==> config.mk <==
export PLATFORM = sky130hd
export DESIGN_NAME = mem_arbiter
export DESIGN_NICKNAME = d
export VERILOG_FILES = /design/src/rtl/mem_arbiter_pkg.sv /design/src/rtl/mem_arb_rr.sv /design/src/rtl/mem_arbiter.sv
export SDC_FILE = /design/constraint.sdc
export NUM_CORES = 1
export LEC_CHECK = 0
export ABC_AREA = 1
export CAP_MARGIN = 20
export CORE_MARGIN = 1.5
export CORE_UTILIZATION = 41
export CTS_CLUSTER_DIAMETER = 200
export CTS_CLUSTER_SIZE = 25
export DETAILED_ROUTE_END_ITERATION = 12
export HOLD_SLACK_MARGIN = 0.15
export PLACE_DENSITY = 0.85
export SYNTH_ARGS = -nofsm -noshare
export SYNTH_HDL_FRONTEND = slang
export SYNTH_HIERARCHICAL = 1
export SYNTH_SLANG_ARGS = --single-unit
==> constraint.sdc <==
create_clock -name clk -period 1.9 [get_ports clk]
set_clock_uncertainty 0.1 [all_clocks]
set_input_delay 0.38 -clock clk [delete_from_list [all_inputs] [get_ports clk]]
set_output_delay 0.38 -clock clk [all_outputs]
set_load 0.01 [all_outputs]
==> src/rtl/mem_arbiter_pkg.sv <==
// mem_arbiter_pkg: shared encodings for the memory arbiter.
// Load-store length encoding is shared with the requesters' LSU.
package mem_arbiter_pkg;

    // Transfer size, same encoding the load-store unit drives
    typedef enum logic [1:0] {
        LEN_BYTE = 2'd0,
        LEN_HALF = 2'd1,
        LEN_WORD = 2'd2
    } ls_len_e;

    // Arbiter FSM states
    typedef enum logic [1:0] {
        ST_IDLE = 2'd0,
        ST_BUSY = 2'd1,
        ST_ACK  = 2'd2
    } arb_state_e;

    // Owner encoding: one bit, DMA = 1 so it lines up with grant[1]
    localparam logic OWNER_CPU = 1'b0;
    localparam logic OWNER_DMA = 1'b1;

    // Width of the memory-wait counter
    localparam int TMO_W = 16;

endpackage

==> src/rtl/mem_arb_rr.sv <==
// mem_arb_rr: combinational two-way round-robin picker.
// grant[0] = CPU, grant[1] = DMA; on a tie the side not served last wins.
module mem_arb_rr
    import mem_arbiter_pkg::*;
(
    input  logic       i_cpu_req,
    input  logic       i_dma_req,
    input  logic       i_last_owner,
    output logic [1:0] o_grant
);

    // Pick one requester; a lone requester wins regardless of history
    always_comb begin
        o_grant = 2'b00;
        if (i_cpu_req && i_dma_req)
            o_grant = (i_last_owner == OWNER_DMA) ? 2'b01 : 2'b10;
        else if (i_cpu_req)
            o_grant = 2'b01;
        else if (i_dma_req)
            o_grant = 2'b10;
    end

endmodule

==> src/rtl/mem_arbiter.sv <==
// mem_arbiter: CPU/DMA arbiter onto a single memory port (IDLE/BUSY/ACK).
// Optional memory-wait timeout: define MEM_ARBITER_TIMEOUT_EN. Without it
// BUSY waits indefinitely and the err outputs are tied low.
module mem_arbiter
    import mem_arbiter_pkg::*;
#(
    parameter int unsigned TIMEOUT_CYCLES = 255
) (
    input  logic        clk,
    input  logic        reset,

    input  logic        cpu_req,
    input  logic        cpu_we,
    input  logic [1:0]  cpu_len,
    input  logic [31:0] cpu_addr,
    input  logic [31:0] cpu_wdata,
    output logic        cpu_ack,
    output logic [31:0] cpu_rdata,
    output logic        cpu_err,

    input  logic        dma_req,
    input  logic        dma_we,
    input  logic [1:0]  dma_len,
    input  logic [31:0] dma_addr,
    input  logic [31:0] dma_wdata,
    output logic        dma_ack,
    output logic [31:0] dma_rdata,
    output logic        dma_err,

    output logic        mem_valid,
    output logic        mem_we,
    output logic [1:0]  mem_len,
    output logic [31:0] mem_addr,
    output logic [31:0] mem_wdata,
    input  logic [31:0] mem_rdata,
    input  logic        mem_ready
);

    arb_state_e  r_state;
    arb_state_e  w_next_state;
    logic        r_owner;
    logic        r_last_owner;
    logic [1:0]  w_grant;
    logic        w_sel_dma;
    logic        w_done;
    logic        w_tmo;
    logic        w_cpu_ack;
    logic        w_dma_ack;
    logic [31:0] w_rdata_cap;

    logic        r_mem_valid;
    logic        r_mem_we;
    logic [1:0]  r_mem_len;
    logic [31:0] r_mem_addr;
    logic [31:0] r_mem_wdata;
    logic [31:0] r_cpu_rdata;
    logic [31:0] r_dma_rdata;

    mem_arb_rr u_rr (
        .i_cpu_req    (cpu_req),
        .i_dma_req    (dma_req),
        .i_last_owner (r_last_owner),
        .o_grant      (w_grant)
    );

    assign w_sel_dma = w_grant[1];

`ifdef MEM_ARBITER_TIMEOUT_EN
    localparam logic [TMO_W-1:0] TMO_LAST = TMO_W'(TIMEOUT_CYCLES - 1);

    logic [TMO_W-1:0] r_tmo_cnt;
    logic             r_cpu_err;
    logic             r_dma_err;

    // Count BUSY cycles; zero whenever not waiting on memory
    always_ff @(posedge clk) begin
        if (reset || r_state != ST_BUSY)
            r_tmo_cnt <= '0;
        else
            r_tmo_cnt <= r_tmo_cnt + 1'b1;
    end

    // A ready in the expiry cycle still counts as a normal completion
    assign w_tmo = (r_state == ST_BUSY) && !mem_ready && (r_tmo_cnt == TMO_LAST);

    // Per-requester timeout flag, written at completion, held otherwise
    always_ff @(posedge clk) begin
        if (reset) begin
            r_cpu_err <= 1'b0;
            r_dma_err <= 1'b0;
        end else if (w_done) begin
            if (r_owner == OWNER_DMA) r_dma_err <= w_tmo;
            else                      r_cpu_err <= w_tmo;
        end
    end

    assign cpu_err = r_cpu_err;
    assign dma_err = r_dma_err;
`else
    assign w_tmo   = 1'b0;
    assign cpu_err = 1'b0;
    assign dma_err = 1'b0;
`endif

    // Memory phase ends on ready or on timeout; ready outside BUSY is ignored
    assign w_done      = (r_state == ST_BUSY) && (mem_ready || w_tmo);
    assign w_rdata_cap = (r_mem_we || w_tmo) ? 32'd0 : mem_rdata;

    // State register
    always_ff @(posedge clk) begin
        if (reset) r_state <= ST_IDLE;
        else       r_state <= w_next_state;
    end

    // Next state and the one-cycle ack pulse to the current owner
    always_comb begin
        w_next_state = r_state;
        w_cpu_ack    = 1'b0;
        w_dma_ack    = 1'b0;
        case (r_state)
            ST_IDLE: if (|w_grant) w_next_state = ST_BUSY;
            ST_BUSY: if (w_done)   w_next_state = ST_ACK;
            ST_ACK: begin
                w_next_state = ST_IDLE;
                w_cpu_ack    = (r_owner == OWNER_CPU);
                w_dma_ack    = (r_owner == OWNER_DMA);
            end
            default: w_next_state = ST_IDLE;
        endcase
    end

    // Grant latches owner and fields; completion captures read data
    always_ff @(posedge clk) begin
        if (reset) begin
            r_owner      <= OWNER_CPU;
            r_last_owner <= OWNER_DMA;   // CPU wins the first tie
            r_mem_valid  <= 1'b0;
            r_mem_we     <= 1'b0;
            r_mem_len    <= LEN_WORD;
            r_mem_addr   <= '0;
            r_mem_wdata  <= '0;
            r_cpu_rdata  <= '0;
            r_dma_rdata  <= '0;
        end else begin
            if (r_state == ST_IDLE && |w_grant) begin
                r_owner      <= w_sel_dma;
                r_last_owner <= w_sel_dma;
                r_mem_valid  <= 1'b1;
                r_mem_we     <= w_sel_dma ? dma_we    : cpu_we;
                r_mem_len    <= w_sel_dma ? dma_len   : cpu_len;
                r_mem_addr   <= w_sel_dma ? dma_addr  : cpu_addr;
                r_mem_wdata  <= w_sel_dma ? dma_wdata : cpu_wdata;
            end
            if (w_done) begin
                r_mem_valid <= 1'b0;
                if (r_owner == OWNER_DMA) r_dma_rdata <= w_rdata_cap;
                else                      r_cpu_rdata <= w_rdata_cap;
            end
        end
    end

    assign cpu_ack   = w_cpu_ack;
    assign dma_ack   = w_dma_ack;
    assign cpu_rdata = r_cpu_rdata;
    assign dma_rdata = r_dma_rdata;
    assign mem_valid = r_mem_valid;
    assign mem_we    = r_mem_we;
    assign mem_len   = r_mem_len;
    assign mem_addr  = r_mem_addr;
    assign mem_wdata = r_mem_wdata;

endmodule

==> flow_summary_export.csv, run 1 <==
group,metric,value,unit
clock_network,cts_made_buffers,17,
floorplan,die_w,128,µm
timing,finalCritPeriodShare,0.980,
floorplan,core,15300,µm²
worst_setup_path,crit_path_end_kind,"output port",
run_status,status,"completed",
global_routing,antenna_found_initial,0,
clock_network,h-tree-depth,4,
worst_setup_path,rr_worst_depth,6,
detailed_routing,ant_nets,0,
worst_setup_path,crit_buf_inv,1,
timing,rsz0062_at_grt,"false",
timing,hold_viol_final,0,
clock_network,cts_hold_buf,0,
place,place.gp.congestion,0.859,
timing,finalMaxSlewViolations,0,
worst_setup_path,cp_cell_sequence,"clkdlybuf4s50_1",
timing,fin_crit,1.86,ns
final_layout,fin_area,10400,µm²
detailed_routing,drt_wl_total,19200,µm
detailed_routing,detail_route.iter0.violations,232,
worst_setup_path,critical_path.top_delay_family,"buffers and inverters",
final_layout,drive_gt1_frac,0.0568,
clock_network,cts_tree,"built",
floorplan,io_pins,307,
synth,ys_warn_count,6,
worst_setup_path,start_kind,"flop",
worst_hold_path,hp-class,"reg -> reg",
final_layout,nNetsFinal,1479,
clock_network,root_buffer,"clkbuf_16",
worst_setup_path,critPathMaxFanout,2,
synth,synth.avg_cell_area,6.34,µm²
worst_setup_path,rrSetupSlack,0.37,ns
floorplan,die_h,128,µm
job,maxCapViolations,0,
synth,synth_edf_count,0,
synth,ys.flop_type,"dfxtp_1",
floorplan,rows,45,
global_routing,grt_max_degree,65,
pwr,p_leak,4.98,nW
global_routing,grt_usage,0.237,
detailed_routing,vias,6840,
worst_setup_path,crit_type,"reg -> out",
final_layout,syn2layout_area_growth,61.2,%
worst_setup_path,slowest_stage,"clkdlybuf4s50_1",
global_routing,globalRouteOverflowTotal,0,
synth,syn-instance-count,1015,
pwr,powerDensity,879,nW/µm²
clock_network,cts.path.max_buffers,2,
clock_network,clk_pin_slew_worst_paths,0.06,ns
final_layout,post-route-util,0.680,
floorplan,start_util,0.422,
synth,ys_seq_area_frac,0.423,
timing,fmax,0.537,GHz
global_routing,grt_pass1_vias,6417,
floorplan,dieArea,16500,µm²
place,port_buffers,304,
place,dpl_cell_area,9740,µm²
worst_setup_path,cp_data_arrival_time,1.38,ns
clock_network,cts.sinks,136,
worst_setup_path,r2r-start,"r_last_owner",
pwr,ir_drop,0.000594,V
synth,ys_seq_elements,136,
worst_hold_path,min_from,"r_state[1]",
timing,setup_viol,0,
final_layout,n_antenna_cell,0,
global_routing,grt_pass1_wl,30600,µm
worst_setup_path,crit_cells,1,
synth,synth_area,6430,µm²
place,dp_hpwl,14100,µm
worst_hold_path,worstHoldPathCells,1,
clock_network,insertion_delay,0.41,ns
detailed_routing,firstDrtPassIters,4,
detailed_routing,routedWlPerCell,12.6,µm
detailed_routing,viasPerCell,4.46,
worst_setup_path,reg2reg_to,"mem_addr[10]",
synth,async_flop_share,0,
worst_setup_path,required,1.42,ns
detailed_routing,drc,0,
worst_setup_path,slowest_delay,0.64,ns
synth,ys_types,23,
worst_hold_path,worstHoldEndpoint,"r_state[1]",
-- synth_stat cells, drive strengths merged (2+ instances only) --
| cell type | number | area share |
|---|---|---|
| a21oi | 3 | 0.0029 |
| nand4 | 2 | 0.0066 |
| dfxtp | 136 | 0.42 |
| nand2 | 202 | 0.12 |
| nor3 | 3 | 0.0023 |
| nand3 | 4 | 0.0031 |
| nor2 | 295 | 0.17 |
| clkbuf | 16 | 0.0095 |
| o21ai | 136 | 0.11 |
| inv | 169 | 0.099 |
| buf | 46 | 0.051 |
-- metrics by stage --
stage / setup WS, ns / hold slack, ns / instances / TNS [ns] / total power [mW]
floorplan: 0.455 / 0.342 / 1016 / 0 / 4.39
global placement: -0.0713 / 0.362 / 1500 / -2.63 / 5.53
detailed placement: -0.111 / 0.370 / 1500 / -4.97 / 5.57
CTS: 0.000269 / 0.386 / 1532 / 0 / 9.19
global route: 0.000832 / 0.405 / 1532 / 0 / 9.55
finish: 0.0378 / 0.370 / 1532 / 0 / 9.12
-- worst register-to-register path, delay by kind of cell, from the launching register on --
kind	cells	cell delay, ns
AOI/OAI and AO/OA	2	0.33
buffers and inverters	1	0.18
DFF	1	0.42
and+or+nand+nor	3	0.38
-- state kept, by name, summed over array words and instances, names as in the netlist --
register and count:
cpu_rdata 32, dma_rdata 32, mem_addr 32, mem_len 2, mem_valid 1, mem_wdata 32
mem_we 1, r_last_owner 1, r_owner 1, r_state 2
-- worst max-delay path by stage --
stage | start | end | slack [ns]
global placement | dma_req | mem_addr[29] | -0.07
global route | mem_wdata[22] | mem_wdata[22] | 0.0008
detailed placement | dma_req | mem_addr[17] | -0.11
floorplan | dma_req | mem_addr[10] | 0.45
CTS | r_state[1] | dma_ack | 0.0003
finish | mem_wdata[22] | mem_wdata[22] | 0.04
-- report_power, final --
part | leakage [nW] | internal [mW] | total [mW] | switching [mW]
Sequential | 1.12 | 3.14 | 3.30 | 0.158
Clock | 0.314 | 2.36 | 3.60 | 1.24
Combinational | 3.55 | 1.15 | 2.22 | 1.07
-- kinds of logic (layout without fill, tap and decap cells) --
kind of cell	Yosys count	in the layout	share of synthesized area
and+or+nand+nor	507	507	0.305
DFF	136	136	0.423
other	1	2	0.000583
AOI/OAI and AO/OA	139	139	0.110
buffers and inverters	232	537	0.161
-- cells in the final DEF, fill, tap and decap left out, drive strengths merged --
master         count
nor2             295
nor4               1
nand3              4
clkinv             8
nand2            202
o21ai            136
clkbuf            22
inv              168
clkinvlp           1
bufinv             5
conb               2
buf               31
clkdlybuf4s50    302
nor3               3
dfxtp            136
nand4              2
a21oi              3
-- routing by layer --
layer  track usage  part of all wire
met4         0.114             0.034
met3        0.0814             0.079
met1         0.255              0.40
met5             0                 0
met2         0.417              0.48
-- repair_timing --
item	in CTS	in global routing
buffers inserted	0	0
setup endpoints to repair	2	2
resized for setup	4	5
-- final cells by class --
type	count	area [µm²]
inverters	170	647
flip-flops and latches	136	2720
multi-input cells	648	2690
clock inverters	12	199
well taps	211	264
repair buffers	335	3400
fillers	1253	4880
clock buffers	20	447
(Power assumes the default switching activity.)
==> run 2, diff against run 1 <==
Settings changed: SLEW_MARGIN from default to 20.
==> results of run 2 <==
The final DEF is identical to that of run 1; final timing and power are the same.
